===== src/rtl/button_onehot_scanner_pkg.sv =====
// Shared types and constants for the button one-hot scanner and its encoder-side users.
package button_onehot_scanner_pkg;

  // Scanner FSM states; 3-bit encoding is shared with encoder-side benches.
  typedef enum logic [2:0] {
    ST_IDLE       = 3'd0,
    ST_PRESS_DB   = 3'd1,
    ST_PRESSED    = 3'd2,
    ST_REJECT     = 3'd3,
    ST_RELEASE_DB = 3'd4
  } state_t;

  // Legal codes on the encoder input, one per button.
  localparam logic [3:0] ONEHOT_B0 = 4'b0001;
  localparam logic [3:0] ONEHOT_B1 = 4'b0010;
  localparam logic [3:0] ONEHOT_B2 = 4'b0100;
  localparam logic [3:0] ONEHOT_B3 = 4'b1000;

  // True when exactly one bit of v is set.
  function automatic logic is_onehot4(input logic [3:0] v);
    return (v != 4'd0) && ((v & (v - 4'd1)) == 4'd0);
  endfunction

endpackage


===== src/rtl/button_onehot_scanner_if.sv =====
// Button-in / one-hot-code-out bundle between the scanner and its environment.
interface button_onehot_scanner_if;
  logic [3:0] btn;
  logic [3:0] onehot;
  logic       valid;
  logic       held;
  logic       multi_err;

  // The scanner drives the code and status, the environment drives the buttons.
  modport master (input btn, output onehot, output valid, output held, output multi_err);
  modport slave  (output btn, input onehot, input valid, input held, input multi_err);
endinterface


===== src/rtl/button_onehot_scanner_sync_2ff.sv =====
// Two-flop synchronizer bringing asynchronous button levels into the clk domain.
module sync_2ff #(
  parameter int W = 4
) (
  input  logic         clk,
  input  logic         rst_n,
  input  logic [W-1:0] d,
  output logic [W-1:0] q
);

  logic [W-1:0] meta;

  // Shift the raw level through two flops; synchronous clear.
  always_ff @(posedge clk) begin
    if (!rst_n) begin
      meta <= '0;
      q    <= '0;
    end else begin
      // NOTE: non-blocking so q takes the pre-edge meta; blocking would collapse the chain to one flop.
      meta <= d;
      q    <= meta;
    end
  end

endmodule


===== src/rtl/button_onehot_scanner.sv =====
// Debounces four buttons into an always-one-hot code for the 4x2 encoder.
// Single presses are accepted, stable multi-button patterns are rejected and flagged.
module button_onehot_scanner
  import button_onehot_scanner_pkg::*;
#(
  parameter int DEBOUNCE_CYCLES = 16
) (
  input logic                      clk,
  input logic                      rst_n,
  button_onehot_scanner_if.master  bus
);

  localparam int              CNT_W   = $clog2(DEBOUNCE_CYCLES + 1);
  localparam logic [CNT_W-1:0] CNT_MAX = CNT_W'(DEBOUNCE_CYCLES);

  logic [3:0]       sync_btn;
  state_t           state_q, state_d;
  logic [CNT_W-1:0] cnt_q, cnt_d, cnt_inc;
  logic [3:0]       cand_q, cand_d;
  logic [3:0]       onehot_q, onehot_d;
  logic             valid_q, valid_d;
  logic             held_q, held_d;
  logic             err_q, err_d;

  sync_2ff #(.W(4)) u_sync (
    .clk   (clk),
    .rst_n (rst_n),
    .d     (bus.btn),
    .q     (sync_btn)
  );

  // Saturating increment: the counter stops at DEBOUNCE_CYCLES and never wraps.
  assign cnt_inc = (cnt_q == CNT_MAX) ? CNT_MAX : cnt_q + CNT_W'(1);

  // Next-state and next-output decode.
  always_comb begin
    // NOTE: every target gets a default first so no path through the case infers a latch.
    state_d  = state_q;
    cnt_d    = cnt_q;
    cand_d   = cand_q;
    onehot_d = onehot_q;
    held_d   = held_q;
    valid_d  = 1'b0;
    err_d    = 1'b0;

    case (state_q)
      ST_IDLE: begin
        if (sync_btn != 4'd0) begin
          cand_d  = sync_btn;
          cnt_d   = CNT_W'(1);
          state_d = ST_PRESS_DB;
        end
      end

      ST_PRESS_DB: begin
        if (sync_btn == 4'd0) begin
          cnt_d   = '0;
          state_d = ST_IDLE;
        end else if (sync_btn != cand_q) begin
          cand_d = sync_btn;
          cnt_d  = CNT_W'(1);
        end else begin
          cnt_d = cnt_inc;
          if (cnt_inc == CNT_MAX) begin
            if (is_onehot4(cand_q)) begin
              onehot_d = cand_q;
              valid_d  = 1'b1;
              held_d   = 1'b1;
              state_d  = ST_PRESSED;
            end else begin
              err_d   = 1'b1;
              cnt_d   = '0;
              state_d = ST_REJECT;
            end
          end
        end
      end

      ST_PRESSED: begin
        held_d = 1'b1;
        // Release or an added button both end the press; nothing new is accepted until all-clear.
        if (sync_btn != cand_q) begin
          cnt_d   = '0;
          state_d = ST_RELEASE_DB;
        end
      end

      ST_REJECT, ST_RELEASE_DB: begin
        if (sync_btn != 4'd0) begin
          cnt_d = '0;
        end else begin
          cnt_d = cnt_inc;
          if (cnt_inc == CNT_MAX) begin
            held_d  = 1'b0;
            cnt_d   = '0;
            state_d = ST_IDLE;
          end
        end
      end

      default: begin
        state_d = ST_IDLE;
        cnt_d   = '0;
      end
    endcase
  end

  // State, counter, candidate and registered outputs.
  always_ff @(posedge clk) begin
    if (!rst_n) begin
      state_q  <= ST_IDLE;
      cnt_q    <= '0;
      cand_q   <= 4'd0;
      onehot_q <= ONEHOT_B0;
      valid_q  <= 1'b0;
      held_q   <= 1'b0;
      err_q    <= 1'b0;
    end else begin
      state_q  <= state_d;
      cnt_q    <= cnt_d;
      cand_q   <= cand_d;
      onehot_q <= onehot_d;
      valid_q  <= valid_d;
      held_q   <= held_d;
      err_q    <= err_d;
    end
  end

  assign bus.onehot    = onehot_q;
  assign bus.valid     = valid_q;
  assign bus.held      = held_q;
  assign bus.multi_err = err_q;

endmodule

===== src/flat_wrapper.sv =====
// flat-port wrapper written by rule: the top's interface ports become plain ports
module button_onehot_scanner_flat import button_onehot_scanner_pkg::*;
#(
  parameter int DEBOUNCE_CYCLES = 16
)
  (clk, rst_n, bus_btn, bus_onehot, bus_valid, bus_held, bus_multi_err);
  button_onehot_scanner_if bus_i ();
  input logic clk;
  input logic rst_n;
  input wire logic [$bits(bus_i.btn)-1:0] bus_btn;
  output wire logic [$bits(bus_i.onehot)-1:0] bus_onehot;
  output wire logic [$bits(bus_i.valid)-1:0] bus_valid;
  output wire logic [$bits(bus_i.held)-1:0] bus_held;
  output wire logic [$bits(bus_i.multi_err)-1:0] bus_multi_err;
  assign bus_i.btn = bus_btn;
  assign bus_onehot = bus_i.onehot;
  assign bus_valid = bus_i.valid;
  assign bus_held = bus_i.held;
  assign bus_multi_err = bus_i.multi_err;
  button_onehot_scanner #(.DEBOUNCE_CYCLES(DEBOUNCE_CYCLES)) u_core (.clk(clk), .rst_n(rst_n), .bus(bus_i));
endmodule

===== config.mk =====
export PLATFORM = sky130hd
export DESIGN_NAME = button_onehot_scanner_flat
export DESIGN_NICKNAME = d
export VERILOG_FILES = /design/src/rtl/button_onehot_scanner_pkg.sv /design/src/rtl/button_onehot_scanner_if.sv /design/src/rtl/button_onehot_scanner_sync_2ff.sv /design/src/rtl/button_onehot_scanner.sv /design/src/flat_wrapper.sv
export SDC_FILE = /design/constraint.sdc
export NUM_CORES = 1
export LEC_CHECK = 0
export CORE_UTILIZATION = 50
export DETAILED_ROUTE_END_ITERATION = 10
export PLACE_DENSITY = 0.81
export SKIP_CTS_REPAIR_TIMING = 1
export SYNTH_ARGS = -nofsm -noshare
export SYNTH_HDL_FRONTEND = slang
export SYNTH_SLANG_ARGS = --single-unit

===== constraint.sdc =====
create_clock -name clk -period 2.35 [get_ports clk]
set_clock_uncertainty 0.15 [all_clocks]
set_input_delay 0.3525 -clock clk [delete_from_list [all_inputs] [get_ports clk]]
set_output_delay 0.3525 -clock clk [all_outputs]
set_load 0.1 [all_outputs]

; Yosys cells after proc, flatten, opt, wreduce, memory -nomap -nowiden
; Index checks and enable logic that the tools add are counted.
[word_totals]
ff_bits = 27
in_bits = 6
out_inout_bits = 7
word_cells = 82
[op_classes]
add_sub_neg = 2
eq_ne = 18
muxes = 32
bitwise = 6
reduce_logical = 15
[op_table]
columns = operator, count
row1 = two-way mux 5 bit, 9
row2 = two-way mux 3 bit, 7
row3 = one-hot mux 5 bit (4 select lines), 1
row4 = two-way mux 4 bit, 3
row5 = inequality test 2 x 1 -> 1 bit (second input constant), 6
row6 = one-hot mux 3 bit (4 select lines), 1
row7 = == test 5 bit (second input constant), 2
row8 = two-way mux 1 bit, 9
row9 = zero test 4 bit, 2
row10 = one-hot mux 4 bit (2 select lines), 1
row11 = nonzero test 4 bit, 2
row12 = AND reduction 7 bit, 1
row13 = == test 3 x 2 -> 1 bit (second input constant), 2
row14 = inequality test 2 bit (second input constant), 3
row15 = AND reduction 6 bit, 1
row16 = adder 5 x 1 -> 5 bit (second input constant), 1
row17 = inverter 1 bit, 5
row18 = AND reduction 5 bit, 1
row19 = OR reduction 5 bit, 1
row20 = AND 4 bit, 1
row21 = inequality test 4 bit, 1
row22 = AND reduction 4 bit, 1
row23 = subtractor 4 x 1 -> 4 bit (second input constant), 1
row24 = == test 3 x 1 -> 1 bit (second input constant), 1
row25 = 10 further kinds, 10

; Longest topological paths before layout
[depth]
depth_word = 9
ltp_mapped = 8
mapped_depth_nobuf = 8

; Cells and area by module
; Synthesis repeated with hierarchy kept, for this count alone.
[hier_totals]
hier_cells = 159
area_unflattened_um2 = 1381.3
[modules_own_cells]
columns = mod, n_inst, cells_each, area_each_um2, seq_area_each_um2
row1 = button_onehot_scanner, 1, 143, 1171.1, 380.4
row2 = sync_2ff, 1, 16, 210.2, 160.2

; Worst setup path after synthesis
; OpenSTA, ideal clock, no wires.
[synth_timing]
kind = register -> register
start = reg u_core.cnt_q[0]
end = reg u_core.valid_q, in the netlist u_core.bus.valid
setup_ns = 0.066
arrival_time_ns = 2.007
setup_slack_ns = 0.127
stages_incl_launch_ff = 8
path_buffers = 0
path_cell_list = dfxtp_1 inv_1 ha_1 or4_4 a21boi_4 nand2_2 or3_1 nor2_1
[synth_between]
elab_chain_cells = 5
word_cells_on_any_way = 6
classes_between = add/sub (1) / eq/ne (2) / mux (1) / bitwise (1) / reduce/logical (1)
[synth_rtl]
columns = item, line
row1 = "start, declared", button_onehot_scanner.sv:18  ; logic [CNT_W-1:0] cnt_q, cnt_d, cnt_inc;
row2 = "start signal, assigned", button_onehot_scanner.sv:120  ; cnt_q <= cnt_d;
row3 = adder 5 x 1 -> 5 bit / == test 5 bit (equally long branches), button_onehot_scanner.sv:33  ; assign cnt_inc = (cnt_q == CNT_MAX) ? CNT_MAX : cnt_q + CNT_W'(1);
row4 = two-way mux 5 bit *, button_onehot_scanner.sv:33
row5 = == test 5 bit *, button_onehot_scanner.sv:64  ; if (cnt_inc == CNT_MAX) begin
row6 = inverter 1 bit (no source line) *, n/a
row7 = OR reduction 5 bit (no source line) *, n/a
row8 = "end signal, assigned", button_onehot_scanner.sv:123  ; valid_q <= valid_d;
row9 = "end, declared", button_onehot_scanner.sv:21  ; logic valid_q, valid_d;
; Mark *: on every way between the ends. The rest lies on a longest branch, timed or not.
; A chain may end at the register's enable or synchronous reset.

; Worst setup path in the final report
[layout_timing]
start = reg u_core.cnt_q[1]
end = reg u_core.err_q, in the netlist u_core.bus.multi_err
[layout_between]
elab_chain_cells = 5
word_cells_on_any_way = 6
classes_between = add/sub (1) / eq/ne (2) / mux (1) / bitwise (1) / reduce/logical (1)
[layout_rtl]
columns = item, line
row1 = adder 5 x 1 -> 5 bit / == test 5 bit (equally long branches), button_onehot_scanner.sv:33
row2 = two-way mux 5 bit *, button_onehot_scanner.sv:33
row3 = == test 5 bit *, button_onehot_scanner.sv:64
row4 = inverter 1 bit (no source line) *, n/a
row5 = OR reduction 5 bit (no source line) *, n/a
row6 = "end signal, assigned", button_onehot_scanner.sv:125  ; err_q <= err_d;
row7 = "end, declared", button_onehot_scanner.sv:23  ; logic err_q, err_d;
; Marks and branches as above.

==> flow_metrics.tcl <==
set metrics [dict create \
    crit_chain "inv_1 > ha_1 > or4_4 > a21boi_4 > nand2_2 > or3_4 > nor2_1" \
    dieHeight_um 54.1 \
    utilization 0.611 \
    cp_slowest_cell "or4_4" \
    reg2reg_depth 7 \
    cts_root_buffer "clkbuf_4" \
    peakVddDrop_mv 0.378 \
    cp_slowest_stage_delay_ns 0.51 \
    grt_usage 0.214 \
    viasPerCell 5.91 \
    syn_inst 155 \
    final_hold_viol_count 0 \
    power.leakage_nw 0.630 \
    ant_nets 0 \
    rsz0062_at_grt "no" \
    antenna_cells 0 \
    vias 1170 \
    ys_seq_area_frac 0.398 \
    worst_pin_slew_ns 0.502 \
    async_flop_share 0 \
    place.gp.congestion 0.857 \
    synth-seq-cells 27 \
    antenna_found_initial 0 \
    clkSinkCount 27 \
    synth.area.top_cells "dfxtp_1 40%, nor2_1 5.5%, mux2i_1 4.4%, and2_1 4.1%, nand2_1 3.3%" \
    cts_max_level 1 \
    synth.most_common_cell "dfxtp_1" \
    ys_types 44 \
    synth.top_cell.area_share 0.398 \
    dp_hpwl_mm 2.06 \
    worstPathRequired_ns 2.48 \
    crit_start "u_core.cnt_q[1]" \
    area.growth.synth_to_final_pct 13.5 \
    synth_edf_count 0 \
    setup-tns-final_ns 0 \
    path_clk_slew_ns 0.15 \
    power_density_mw_per_mm2 542 \
    num_rows 18 \
    fin_crit_ns 2.24 \
    finalCritPeriodShare 0.951 \
    relSlewSlack 0.665 \
    numCtsBuffers 3 \
    grt_start_max_net_pins 17 \
    hold_class "reg2reg" \
    die-area_mm2 0.00293 \
    status "finished, final reports clean" \
    syn_area_mm2 0.00136 \
    holdPathStages 1 \
    worstPathArrival_ns 2.37 \
    yosys_warnings 0 \
    synth_area_per_cell_um2 8.76 \
    grt_pass1_vias 988 \
    drt-initial-drc-count 48 \
    setup_viol 0 \
    grt_pass1_wl_mm 4.40 \
    seqCellArea_um2 546 \
    totalWireLength_mm 2.84 \
    ff2ff_setup_slack_ns 0.11 \
    multi_input_area_um2 785 \
    slew_viol_final 0 \
    start_kind "flip-flop" \
    clk_path_buf_depth 2 \
    cap_violations 0 \
    syn_nets 163 \
    timing.rr.end "u_core.bus.multi_err" \
    start_util 0.538 \
    end_kind "flip-flop" \
    drc 0 \
    first_pass_iters 4 \
    core_mm2 0.00252 \
    cts_tree "built" \
    path_class "reg2reg" \
    clock_latency_ns 0.33 \
    overflow 0 \
    layout.nets 177 \
    yosys-top-cells-count "27 x dfxtp_1, 20 x nor2_1, 12 x nand2_1" \
    fmax_mhz 447 \
    wire_per_inst_um 14.3 \
    yosys.area.top_type "dfxtp_1" \
    num_io_pins 13 \
    layout-drive-gt1-share 0.161 \
    ys.flop_type "dfxtp_1" \
    die_w_um 54.1 \
    r2r_start "u_core.cnt_q[1]" \
    path_max_fanout 4 \
    critPathCapture "u_core.bus.multi_err" \
    num-fill-cells 234 \
    port_buffers 12 \
]
-- worst min path at each step --
stage / from / to
6_report: u_core.u_sync.meta[1] / u_core.u_sync.q[1]
2_1_floorplan: u_core.u_sync.meta[0] / u_core.u_sync.q[0]
5_1_grt: u_core.u_sync.meta[1] / u_core.u_sync.q[1]
3_5_place_dp: u_core.u_sync.meta[2] / u_core.u_sync.q[2]
3_3_place_gp: u_core.u_sync.meta[1] / u_core.u_sync.q[1]
4_1_cts: u_core.u_sync.meta[1] / u_core.u_sync.q[1]
-- registers in the layout, summed over array words and instances, names as in the netlist --
signal and count:
u_core.cnt_q 5, u_core.bus.onehot 4, u_core.cand_q 4, u_core.u_sync.meta 4, u_core.u_sync.q 4, u_core.state_q 3, u_core.bus.held 1, u_core.bus.multi_err 1
u_core.bus.valid 1
-- cells in the final DEF (no fill, tap or decap), types with 2 or more instances in the layout --
master           synthesis  final
a21oi_1                  4      4
a22oi_1                  4      4
a31oi_1                  2      2
and2_1                   9      9
and3_1                   2      2
buf_4                    0     10
clkbuf_4                 0      3
clkdlybuf4s50_1          0      5
dfxtp_1                 27     25
ha_1                     2      2
inv_1                    5      5
mux2i_1                  6      6
nand2_1                 12     12
nand2b_1                 2      2
nand3_1                  6      6
nand4_1                  2      2
nor2_1                  20     20
nor3_1                   3      3
nor4_4                   2      2
o21a_1                   3      3
o21ai_0                  8      8
o22ai_1                  2      2
xnor2_1                  2      2
xor2_1                   5      5
-- per-stage QoR --
step	cells	setup WS, ns	power (mW)	hold WS [ns]	instance area (µm²)
detailed placement	194	0.0489	0.632	0.276	1500
global route	198	0.00241	0.881	0.318	1540
global placement	194	0.106	0.629	0.264	1500
finish	198	0.115	0.835	0.307	1540
floorplan	155	0.127	0.595	0.262	1360
CTS	198	0.00210	0.836	0.313	1530
-- where the power goes --
part	switching, mW	internal (mW)
clock	0.141	0.0652
sequential	0.0179	0.473
combinational	0.0794	0.0585
total	0.239	0.597
-- area by class of cell --
class                           count  area share
Multi-Input combinational cell    117       0.509
Sequential cell                    27       0.354
Timing Repair Buffer               15      0.0812
Tap cell                           30      0.0244
Clock buffer                        3      0.0146
Inverter                            5      0.0122
Clock inverter                      1     0.00487
-- critical path: cells and delay by family (launching register included) --
| family | cells | cell delay, ns |
|---|---|---|
| flops | 1 | 0.39 |
| buf+inv | 1 | 0.06 |
| fa+ha+maj | 1 | 0.31 |
| simple gates | 4 | 1.06 |
| compound gates | 1 | 0.21 |
-- cells by family (layout without fill, tap and decap cells) --
family                   count (synthesis)  after routing  share of synthesized area
multiplexers                             6              6                     0.0442
AO/OA/AOI/OAI                           36             36                      0.193
AND/OR/NAND/NOR                         66             66                      0.270
adder cells (fa/ha/maj)                  2              2                     0.0184
flip-flops                              27             27                      0.398
XOR/XNOR                                 7              7                     0.0452
buffers and inverters                   11             24                     0.0313
-- routing by layer --
metal	part of all wire	up-vias	wire, µm	track usage
li1	-	581	-	-
met1	0.44	531	1260	0.264
met2	0.48	46	1360	0.348
met3	0.043	12	122	0.0282
met4	0.032	0	91	0.137
met5	0	-	0	0
(Power assumes the default switching activity.)
==> RTL change, RTL diff (same settings) <==
Make the reset (`rst_n`) asynchronous in 2 clocked blocks.
--- a/src/rtl/button_onehot_scanner_sync_2ff.sv
+++ b/src/rtl/button_onehot_scanner_sync_2ff.sv
@@ -11,7 +11,7 @@
   logic [W-1:0] meta;
 
   // Shift the raw level through two flops; synchronous clear.
-  always_ff @(posedge clk) begin
+  always_ff @(posedge clk or negedge rst_n) begin
     if (!rst_n) begin
       meta <= '0;
       q    <= '0;
--- a/src/rtl/button_onehot_scanner.sv
+++ b/src/rtl/button_onehot_scanner.sv
@@ -106,7 +106,7 @@
   end
 
   // State, counter, candidate and registered outputs.
-  always_ff @(posedge clk) begin
+  always_ff @(posedge clk or negedge rst_n) begin
     if (!rst_n) begin
       state_q  <= ST_IDLE;
       cnt_q    <= '0;
Behaviour: same outputs for any inputs over 10 cycles, from zero or initial values and one cycle with rst_n low; that may be too few to reach the edited logic, so the function may still have changed.
==> RTL change against the unedited design <==
Synthesized area is 1.2% higher. Sequential share of layout area is 7.6 points higher. Routed wire length is 5.6% lower. Highest routed layer unchanged. Cell area is 2.3% higher. Setup slack worse by 8.1 ps. Critical endpoint is now u_core.bus.held. Count of clock-buffer cells in the layout is 1 higher. Total power is 1.9% lower. Sequential cell count stayed put.
==> RTL change: results (changes against the unedited design) <==
Parameter                              Value

Setup path
  Beginning of the worst register-to-register path ... u_core.cnt_q[0]
  Origin of the worst setup path ... u_core.cnt_q[0]
  Peak fanout along the critical path ... 6 (+2)
  Arrival time at the worst endpoint ... 2320 ps (-50 ps)
  Capture point of the worst reg-to-reg path ... u_core.bus.held

Detailed routing
  Mean number of vias per cell ... 6.03 (+2.0%)
  Amount of wire on met3 after detailed routing ... 110 um (-9.8%)
  1st-iter DRT viols ... 35 (-27%)
  Total length of routed met2 wires ... 1310 um (-4.0%)
  Post-route met1 wirelength ... 1240 um (-1.3%)

Synth
  Most common flop cell mapped by yosys ... dfrtp_1
  Most common library cells after synthesis ... dfrtp_1, nor2_1, nand2_1, o21ai_0, xnor2_1
  Fraction of registers with async set/reset ... 100% (+100 points)
  Leading cell types by total area after synthesis ... dfrtp_1, mux2_4, xnor2_1
  Sequential fraction of the synthesis area ... 49.3% (+9.5 points)
  Synth unique cells ... 47 (+6.8%)

Finish
  Layout filler cell count ... 212 (-9.4%)
  Largest Register ... u_core.cnt_q
  Proportion of layout cells with a drive suffix above 1 ... 22.4% (+6.3 points)

Power and ir drop
  Max VDD drop ... 498 uV (+32%)
  Switching Share ... 25.9% (-2.6 points)

Global route
  All-layer global routing usage ... 21.3% (-0.10 points)
  First-pass GRT wire length ... 4400 um (-0.16%)
  Largest net degree at the start of global routing ... 28 (+11)

Placement
  Gpl congestion ... 0.858 (about the same)
  HPWL after detailed placement ... 1900 um (-7.8%)
  Minimum setup slack after placement ... 73.4 ps (+24.4 ps)

STA
  Final period demand of the worst path ... 2240 ps (+8.10 ps)
  Worst slew slack as a fraction of its limit ... 76.9% (+10 points)

Status
  Status ... finished, final reports clean
==> RTL change: cell count changes after synthesis, moves of 3 or more <==
| cell | change |
|---|---|
| nor2_1 | -12 |
| clkbuf_1 | -4 |
| a221o_1 | +4 |
| and2_1 | -9 |
| mux2_4 | +4 |
| a22o_1 | +4 |
| dfrtp_1 | +26 |
| nand3_1 | -3 |
| dfxtp_1 | -27 |
| mux2i_1 | -6 |
| a22oi_1 | -4 |
| xor2_1 | -4 |
| nand2_1 | -6 |
| xnor2_1 | +4 |
==> RTL change: layer usage <==
metal  vias to the layer above  GRT usage, %
li1                        498             -
met1                       517          27.7
met2                        26          35.6
met3                         2          5.83
met4                         0          3.85
met5                         -             0
==> RTL change: cells by family after synthesis <==
group / share of synthesized area (%)
buffers and inverters: 3.10
muxes: 5.19
AOI/OAI and AO/OA: 17.9
and+or+nand+nor: 18.3
adders and majority gates: 1.82
DFF: 49.3
xor gates and xnor gates: 4.46
==> RTL change: worst min path at each step <==
| stage | cells after the start | slack [ps] | end | startpoint |
|---|---|---|---|---|
| 6_report | 0 | 220 | u_core.u_sync.q[3] | u_core.u_sync.meta[3] |
| 5_1_grt | 0 | 230 | u_core.u_sync.q[3] | u_core.u_sync.meta[3] |
| 4_1_cts | 0 | 220 | u_core.u_sync.q[1] | u_core.u_sync.meta[1] |
| 3_5_place_dp | 0 | 190 | u_core.u_sync.q[1] | u_core.u_sync.meta[1] |
| 3_3_place_gp | 0 | 180 | u_core.u_sync.q[1] | u_core.u_sync.meta[1] |
| 2_1_floorplan | 0 | -90 | u_core.bus.held | rst_n |
==> RTL change: critical path, stage by stage (launching register included) <==
cell      delay, ps
dfrtp_2         470
inv_2           100
ha_4            140
nand3b_1        130
a211oi_2        270
o21ai_0         170
or3_1           390
a221o_1         340
==> RTL change: power groups by stage <==
| stage | combinational (W) | clock [W] | sequential (W) |
|---|---|---|---|
| after global placement | 0.000106 | 0 | 0.000512 |
| after floorplan | 0.0000747 | 0 | 0.000509 |
| final | 0.000118 | 0.000194 | 0.000506 |
| after detailed placement | 0.000112 | 0 | 0.000514 |
| after CTS | 0.000113 | 0.000198 | 0.000505 |
| after global routing | 0.000133 | 0.000222 | 0.000510 |
==> RTL change: area by class of cell <==
type                       instances  area, um^2  share of cell area (%)
clock buffer                       4        26.3                    1.67
inverter                           4        15.0                   0.952
multi-input combinational         90         672                    42.6
sequential                        27         678                    43.0
tap                               30        37.5                    2.38
timing repair buffer              18         148                    9.37
==> RTL change: through the flow <==
stage          instance area [um^2]  power, W  cells  utilization (%)
2_1_floorplan                  1370  0.000584    125                -
3_3_place_gp                   1520  0.000619    167             59.6
3_5_place_dp                   1520  0.000626    167             59.6
4_1_cts                        1540  0.000817    171             60.6
5_1_grt                        1580  0.000864    173             61.9
6_report                       1580  0.000819    173             61.9
